**src/rtl/shifter_serializer.sv**
```systemverilog
// Parallel-to-serial transmitter: valid/ready word in, MSB-first bit stream out with per-bit strobes.
// Optional even-parity trailer bit when SHIFTER_SERIALIZER_PARITY_EN is defined.
module shifter_serializer #(
    parameter int unsigned WIDTH = 32,
    parameter int unsigned DIV   = 1,
    parameter int unsigned GAP   = 0
) (
    input  logic             clk,
    input  logic             rst,
    input  logic [WIDTH-1:0] word_i,
    input  logic             word_val_i,
    output logic             word_rdy_o,
    output logic             data_o,
    output logic             data_val_o,
    output logic             first_o,
    output logic             last_o,
    output logic             busy_o
);
`ifdef SHIFTER_SERIALIZER_PARITY_EN
    localparam int unsigned FRAME = WIDTH + 1;
`else
    localparam int unsigned FRAME = WIDTH;
`endif
    localparam int unsigned BW       = $clog2(WIDTH + 1);
    localparam logic [BW-1:0] BIT_LAST = BW'(FRAME - 1);
    localparam logic [15:0]   DIV_LAST = 16'(DIV - 1);
    localparam logic [15:0]   GAP_LAST = (GAP == 0) ? 16'd0 : 16'(GAP - 1);

    typedef enum logic [1:0] {S_IDLE, S_SHIFT, S_GAP} state_t;

    state_t           state_q, state_d;
    logic [FRAME-1:0] shreg_q, shreg_d;
    logic [BW-1:0]    bit_q, bit_d;
    logic [15:0]      div_q, div_d;
    logic [15:0]      gap_q, gap_d;
    logic             rdy_q, rdy_d;
    logic             data_q, data_d;
    logic             val_q, val_d;
    logic             first_q, first_d;
    logic             last_q, last_d;
    logic             busy_q, busy_d;
    logic             accept;
    logic [FRAME-1:0] capture;

`ifdef SHIFTER_SERIALIZER_PARITY_EN
    assign capture = {word_i, ^word_i};
`else
    assign capture = word_i;
`endif

    assign accept = word_val_i && rdy_q;

    // Next state; outputs are derived from the next state so they register in step with it.
    always_comb begin
        state_d = state_q;
        shreg_d = shreg_q;
        bit_d   = bit_q;
        div_d   = div_q;
        gap_d   = gap_q;
        unique case (state_q)
            S_SHIFT: begin
                if (div_q == DIV_LAST) begin
                    div_d = 16'd0;
                    if (bit_q == BIT_LAST) begin
                        state_d = (GAP == 0) ? S_IDLE : S_GAP;
                        bit_d   = '0;
                        gap_d   = 16'd0;
                    end else begin
                        shreg_d = shreg_q << 1;
                        bit_d   = bit_q + BW'(1);
                    end
                end else begin
                    div_d = div_q + 16'd1;
                end
            end
            S_GAP: begin
                if (gap_q == GAP_LAST) begin
                    state_d = S_IDLE;
                    gap_d   = 16'd0;
                end else begin
                    gap_d = gap_q + 16'd1;
                end
            end
            default: ;
        endcase
        if (accept) begin
            state_d = S_SHIFT;
            shreg_d = capture;
            bit_d   = '0;
            div_d   = 16'd0;
        end
        data_d  = (state_d == S_SHIFT) && shreg_d[FRAME-1];
        val_d   = (state_d == S_SHIFT) && (div_d == 16'd0);
        first_d = val_d && (bit_d == '0);
        last_d  = val_d && (bit_d == BIT_LAST);
        busy_d  = (state_d != S_IDLE);
        rdy_d   = (state_d == S_IDLE) ||
                  ((GAP == 0) && (state_d == S_SHIFT) && (div_d == DIV_LAST) && (bit_d == BIT_LAST));
    end

    always_ff @(posedge clk) begin
        if (rst) begin
            state_q <= S_IDLE;
            shreg_q <= '0;
            bit_q   <= '0;
            div_q   <= 16'd0;
            gap_q   <= 16'd0;
            rdy_q   <= 1'b1;
            data_q  <= 1'b0;
            val_q   <= 1'b0;
            first_q <= 1'b0;
            last_q  <= 1'b0;
            busy_q  <= 1'b0;
        end else begin
            state_q <= state_d;
            shreg_q <= shreg_d;
            bit_q   <= bit_d;
            div_q   <= div_d;
            gap_q   <= gap_d;
            rdy_q   <= rdy_d;
            data_q  <= data_d;
            val_q   <= val_d;
            first_q <= first_d;
            last_q  <= last_d;
            busy_q  <= busy_d;
        end
    end

    assign word_rdy_o = rdy_q;
    assign data_o     = data_q;
    assign data_val_o = val_q;
    assign first_o    = first_q;
    assign last_o     = last_q;
    assign busy_o     = busy_q;
endmodule

```
**config.mk**
```make
export PLATFORM = sky130hd
export DESIGN_NAME = shifter_serializer
export DESIGN_NICKNAME = d
export VERILOG_FILES = /design/src/rtl/shifter_serializer.sv
export SDC_FILE = /design/constraint.sdc
export NUM_CORES = 1
export LEC_CHECK = 0
export BUFFER_PORTS_ARGS = -buffer_cell sky130_fd_sc_hd__buf_2
export CORE_MARGIN = 8
export CORE_UTILIZATION = 41
export CTS_BUF_LIST = sky130_fd_sc_hd__clkbuf_8
export CTS_CLUSTER_SIZE = 20
export DETAILED_ROUTE_END_ITERATION = 8
export GPL_ROUTABILITY_DRIVEN = 1
export MAX_ROUTING_LAYER = met4
export PLACE_DENSITY = 0.62
export SLEW_MARGIN = 20
export SYNTH_ARGS = -nofsm -noshare
export SYNTH_HDL_FRONTEND = slang
export SYNTH_SLANG_ARGS = --single-unit
```
**constraint.sdc**
```tcl
create_clock -name clk -period 3 [get_ports clk]
set_clock_uncertainty 0.15 [all_clocks]
set_input_delay 0.15 -clock clk [delete_from_list [all_inputs] [get_ports clk]]
set_output_delay 0.15 -clock clk [all_outputs]
set_load 0.01 [all_outputs]
```
==> key figures, run 1 <==
Layout
  • Fin nets: between 500 and 600
  • Synth-to-layout area growth: 22.3%
  • Fillers: between 800 and 900
  • Number of diodes: 0
  • Share of layout cells above drive strength 1: between 10% and 20%

Floorplan
  • Core area: just over 9000 um2
  • Floorplan row count: 35
  • Ports: 41
  • Die width: 113 um
  • Die H: around 110 um
  • Initial core utilization: approximately two fifths
  • Die area: roughly 13,000 um2

Setup path
  • CP endpoint kind: flop
  • Crit Path Category: flop to flop
  • Slowest stage delay, CP: ~580 ps
  • CP max-delay cell: or4b_1
  • Type of origin of the critical path: flop
  • CP required: 3110 ps
  • Crit path DAT: roughly 2800 ps
  • Crit path cell chain: inv_1, ha_1, nor3b_1, and4_1, nand3_1, xor2_1, or4b_1, nor4_2
  • Crit path max fanout: 10

STA
  • Final setup viols: 0
  • Slew at the pin closest to its max-slew limit: roughly 1000 ps
  • FMAX: approximately 370 MHz
  • Fin crit share: ~90%
  • Max-slew headroom at the worst pin: between 30% and 40%
  • RSZ-0062 raised after global routing: no
  • Fin Setup TNS: 0 ps
  • Slew Limit Fails: 0
  • Tmin final: around 2700 ps
  • Final Hold Viols: 0

Outcome
  • Status: complete, no violations

Logic synthesis
  • Largest family of logic cells by synthesized area: simple AND/OR/NAND/NOR gates
  • Post-synthesis register bit count: 78
  • Total nets after synthesis: approximately 490
  • Post-synthesis mux area share: approximately 8.9%
  • Sequential share of the synthesized area: between 40 and 50%
  • Post-Syn Area: slightly below 4000 um2
  • Adder-Cell Fraction of Synth Area: ~2.3%
  • Complex-gate fraction of the synthesized area: around 14%
  • Synth async-reset ratio: 0%
  • Top_reg_cell synth: dfxtp_1
  • Avg Cell Area, Syn: a little under 9 um2
  • Post-synth EDFFs: 0
  • Post-synthesis simple-gate area fraction: 23.2%
  • Synth warnings: 0
  • Mapped Cells: about 440
  • Netlist cell types: 53
  • XOR/XNOR share of the synthesized area: approximately 7.5%

Detailed routing
  • Remaining DRCs: 0
  • DR WL/cell: 14.3 um
  • Total routed wirelength: approximately 8.9 mm
  • Vias/cell: 5.35
  • Detail Route Antenna Nets: 0
  • Via Count: roughly 3,300
  • Iteration-0 DRC Markers: ~200
  • Drt pass-1 iters: 4

Pwr
  • P_leak: 1.72 nW
  • Peak supply drop: roughly 0.27 mV
  • Total power: around 2.3 mW
  • Power per cell area: 498 nW/um2

GRT
  • First-pass GRT wire length: around 15 mm
  • Vias in the first global route: ~3,300
  • Initial antenna violation count: 0
  • Grt ovf: 0
  • Largest net degree at the start of global routing: 58
  • Gr usage total: 15.0%

Clock network
  • Clk slew on worst S/H paths: around 80 ps
  • TritonCTS clock tree: built
  • CTS H-tree depth: 3
  • Root buffer cell: clkbuf_8
  • CTS buffer count: 9
  • Clk buf depth: 2
  • Worst-Skew Late Latency: roughly 350 ps
  • # clock sinks: 78

Job
  • MaxCap Viol Count: 0

Place
  • Placer Congestion: roughly 0.86
  • Port-buffer cells: 40
  • DP Wirelength: between 6 and 7 mm

Min path
  • Tightest Hold Check Type: input pin to flop
==> synth_stat cells (all sizes together), types with 8 or more instances <==
cell type | n | area share [%]
nor2 | 83 | 8.1
nor3 | 12 | 1.9
and3 | 8 | 1.3
nand2 | 21 | 2.0
inv | 8 | 0.78
clkbuf | 21 | 2.0
mux2i | 33 | 8.6
nand3 | 17 | 2.2
a211oi | 35 | 6.8
nand4 | 10 | 1.8
o21ai | 9 | 1.2
a21oi | 8 | 1.0
xor2 | 11 | 2.5
xnor2 | 22 | 5.0
dfxtp | 78 | 41
==> sequential cells by signal (all words and copies together) (netlist names) <==
name / cells
data_o: 1
last_o: 1
state_q: 2
shreg_q: 32
word_rdy_o: 1
bit_q: 6
busy_o: 1
div_q: 16
gap_q: 16
first_o: 1
data_val_o: 1
==> final timing paths <==
check,start,to,slack (ps),cells past startpoint
worst min register to register,gap_q[1],gap_q[1],350,2
worst max register to register,div_q[0],last_o,300,8
worst max-delay path,div_q[0],last_o,300,8
worst min-delay path,word_i[3],shreg_q[3],8,3
==> through the flow <==
stage	util, %	instance area (um2)	worst slack, ps	instances	hold slack (ps)
after floorplan	-	3850	486	443	139
after global placement	45.1	4150	388	575	230
after detailed placement	45.1	4150	333	575	242
after CTS	51.3	4710	322	623	3.92
after global routing	51.3	4710	173	623	16.2
final	51.3	4710	299	623	7.61
==> where the power goes <==
part	switching [mW]	total [mW]	internal (mW)
Sequential	0.0278	1.11	1.09
Combinational	0.146	0.277	0.131
Clock	0.401	0.958	0.557
Total	0.575	2.35	1.77
==> critical path: cells and delay by family, from the launching register on <==
| kind | cells | cell delay, ps |
|---|---|---|
| adder cells (fa/ha/maj) | 1 | 130 |
| buffers and inverters | 1 | 80 |
| XOR/XNOR | 1 | 170 |
| AND/OR/NAND/NOR | 5 | 1700 |
| flip-flops | 1 | 380 |
==> cell families after synthesis <==
family,Yosys count
flip-flops,78
buffers and inverters,36
adder cells (fa/ha/maj),7
AND/OR/NAND/NOR,181
XOR/XNOR,33
AO/OA/AOI/OAI,74
multiplexers,34
==> routing by layer <==
metal  routed length, um  up-vias  global-route usage, %
met3                 308        8                   3.46
met4                  84        0                   4.00
met1                4180     1546                   18.3
met5                   0        -                      -
li1                    -     1717                      -
met2                4310       62                   24.4
==> timing repair <==
action | 4_1_cts | 5_1_grt
hold buffers | 32 | 0
endpoints found under the hold margin | 33 | 0
resized for setup | 0 | 0
setup buffers | 0 | 0
==> cell usage in the layout, fill, tap and decap left out, types with 2 or more instances in the layout <==
cell type,n
bufinv_16,3
dfxtp_1,78
buf_4,9
inv_1,8
a21oi_1,8
nor3b_1,3
or3_1,2
and2_1,4
clkinvlp_4,2
a41o_1,2
nor4_1,5
nor2b_1,2
clkbuf_8,9
ha_1,7
nor4_2,2
nor3_1,11
a41oi_1,3
and4_1,3
xnor2_1,22
or4_1,2
dlygate4sd3_1,32
buf_2,40
a211oi_1,35
o21bai_1,2
nand2_1,20
mux2i_1,33
nand3_1,17
xor2_1,11
and3_1,8
nand4_1,9
o21ai_0,9
nor2_1,83
nor4b_1,3
==> final cells by class <==
class,instances,area [um2],share of cell area (%)
Multi-Input combinational cell,329,2150,45.6
Sequential cell,78,1560,33.1
Timing Repair Buffer,81,588,12.5
Tap cell,111,139,2.95
Clock buffer,9,124,2.63
Clock inverter,7,121,2.57
Inverter,8,30.0,0.637
Note: power is estimated with default switching activity, not from simulation.
==> inputs of run 2 (changes only) <==
--- a/config.mk
+++ b/config.mk
@@ -14,6 +14,7 @@
 export GPL_ROUTABILITY_DRIVEN = 1
 export MAX_ROUTING_LAYER = met4
 export PLACE_DENSITY = 0.62
+export SETUP_SLACK_MARGIN = 0.3
 export SLEW_MARGIN = 20
 export SYNTH_ARGS = -nofsm -noshare
 export SYNTH_HDL_FRONTEND = slang
==> constraint.sdc (replaced) <==
create_clock -name clk -period 3 [get_ports clk]
set_clock_uncertainty 0.15 [all_clocks]
set_input_delay 0.15 -clock clk [delete_from_list [all_inputs] [get_ports clk]]
set_output_delay 0.15 -clock clk [all_outputs]
set_load 0.05 [all_outputs]
==> run 2 against run 1 <==
  * Highest routed layer unchanged
  * Routed wire length grew 1.0%
  * Sequential share of layout area shrank 0.36 points
  * Sequential power is essentially flat
  * Critical endpoint unchanged
  * Via count grew 0.81%
==> key figures, run 2 (synthesis gave the netlist of run 1 again) <==
Job
  • MaxCap Viol Count: 0 (unchanged)

Min path
  • Hold Path Origin: word_i[3]
  • Tightest Hold Check Type: input pin to flop

GRT
  • Vias in the first global route: 3,286 (unchanged)
  • Met3 Use GR: 3.46% (unchanged)
  • Initial antenna violation count: 0 (unchanged)
  • First-pass GRT wire length: 15.3 mm (unchanged)
  • Grt ovf: 0 (unchanged)
  • Busiest grt layer: met2
  • Gr usage total: 15.0% (unchanged)
  • Largest net degree at the start of global routing: 58 (unchanged)
  • GRT met2 Usage: 24.4% (unchanged)
  • Grt met1 use: 18.3% (unchanged)

Clock network
  • Post-CTS Setup Inserts: 0 (unchanged)
  • CTS buffer count: 9 (unchanged)
  • Worst-Skew Late Latency: 350 ps (about the same)
  • Clk buf depth: 2 (unchanged)
  • # clock sinks: 78 (unchanged)
  • Clk slew on worst S/H paths: 80 ps (about the same)
  • TritonCTS clock tree: built
  • Root buffer cell: clkbuf_8
  • CTS H-tree depth: 3 (unchanged)

STA
  • Tmin final: 2580 ps (-118 ps)
  • Fin crit share: 86.1% (-3.9 points)
  • Final setup viols: 0 (unchanged)
  • Max-slew headroom at the worst pin: 32.3% (-0.55 points)
  • Slew at the pin closest to its max-slew limit: 1010 ps (+8.21 ps)
  • RSZ-0062 raised after global routing: yes
  • Final Hold Viols: 0 (unchanged)
  • Fin Setup TNS: 0 ps (unchanged)
  • FMAX: 387 MHz (+4.6%)
  • Slew Limit Fails: 0 (unchanged)

Setup path
  • R2R depth: 6 (-2)
  • Reg-to-reg endpoint: last_o
  • Crit path DAT: 2690 ps (-120 ps)
  • Critical Path Sink: last_o
  • Flop2flop setup slack: 420 ps (+120 ps)
  • Type of origin of the critical path: flop
  • Critical Path Start: div_q[7]
  • Crit Path Category: flop to flop
  • RR Startpoint: div_q[7]
  • CP required: 3110 ps (about the same)
  • Crit path max fanout: 8 (-2)
  • CP endpoint kind: flop

Place
  • DP Wirelength: 6.01 mm (unchanged)
  • Placer Congestion: 0.857 (unchanged)
  • Dpl cells: 575 (unchanged)
  • Port-buffer cells: 40 (unchanged)

Pwr
  • Peak supply drop: 0.266 mV (about the same)
  • P_leak: 1.72 nW (about the same)
  • Power per cell area: 497 nW/um2 (-0.32%)

Detailed routing
  • Remaining DRCs: 0 (unchanged)
  • Total routed wirelength: 8.97 mm (+1.0%)
  • Drt pass-1 iters: 4 (unchanged)
  • DR WL/cell: 14.4 um (+1.0%)
  • Detail Route Antenna Nets: 0 (unchanged)
  • Via Count: 3,360 (+0.81%)
  • Iteration-0 DRC Markers: 183 (-9.0%)
  • Vias/cell: 5.39 (+0.81%)

Layout
  • Synth-to-layout area growth: 23.7%
  • Count of non-filler cells in the finished layout: 623 (unchanged)
  • Fin nets: 549 (unchanged)
  • Top Registers: shreg_q: 32 flops, div_q: 16 flops, gap_q: 16 flops
  • Most frequent cells in the layout: nor2_1, dfxtp_1, buf_2
  • Largest reg by FF count: shreg_q
  • Commonest non-fill, non-tap cell in the layout: nor2_1
  • Fillers: 858 (-0.81%)
  • Max reg flops: 32 (unchanged)
  • Number of diodes: 0 (unchanged)
  • Share of layout cells above drive strength 1: 16.0% (+2.0 points)

Floorplan
  • Floorplan row count: 35 (unchanged)
  • Core area: 9200 um2 (unchanged)
  • Initial core utilization: 41.9% (unchanged)
  • Die area: 12,800 um2 (unchanged)
  • Ports: 41 (unchanged)
  • Die width: 113 um (unchanged)
  • Die H: 113 um (unchanged)

Outcome
  • Status: complete, no violations
[run 2: layer usage]
metal / part of all wire (%) / wire length, um / vias up
li1: - / - / 1718
met1: 47 / 4190 / 1567
met2: 49 / 4360 / 67
met3: 3.7 / 328 / 8
met4: 0.97 / 87 / 0
met5: 0 / 0 / -
[run 2: worst min-delay path by stage]
stage / end / cells past startpoint
2_1_floorplan: shreg_q[0] / 2
3_3_place_gp: shreg_q[0] / 3
3_5_place_dp: shreg_q[0] / 3
4_1_cts: shreg_q[3] / 3
5_1_grt: shreg_q[3] / 3
6_report: shreg_q[3] / 3
[run 2: metrics by stage]
stage | worst slack [ps] | hold slack, ps | power, mW | area (um2) | util [%]
6_report | 417 | 8.33 | 2.37 | 4770 | 51.9
5_1_grt | 288 | 16.2 | 2.48 | 4770 | 51.9
4_1_cts | 322 | 3.92 | 2.40 | 4710 | 51.3
3_5_place_dp | 333 | 242 | 1.40 | 4150 | 45.1
3_3_place_gp | 388 | 230 | 1.40 | 4150 | 45.1
2_1_floorplan | 486 | 139 | 1.33 | 3850 | -
[run 2: final cells by class]
type / instances / area [um2] / area share, %
clock buffer: 9 / 124 / 2.60
clock inverter: 7 / 121 / 2.54
inverter: 8 / 30.0 / 0.630
multi-input combinational: 329 / 2200 / 46.2
sequential: 78 / 1560 / 32.8
tap: 111 / 139 / 2.91
timing repair buffer: 81 / 588 / 12.3
[run 2: repair_timing]
item / in CTS / in global routing
hold endpoints to repair: 33 / 0
setup endpoints to repair: 0 / 12
resized for setup: 0 / 12
hold buffers: 32 / 0
[run 2: critical path, stage by stage (launching register included)]
cell,delay (ps)
dfxtp_1,400
nor3_1,510
and2_1,320
nand3_1,120
xor2_1,170
or4b_1,590
nor4_2,240
[run 2: power by group]
part           internal (mW)  switching [mW]
Clock                  0.557           0.401
Combinational          0.132           0.165
Sequential              1.09          0.0278
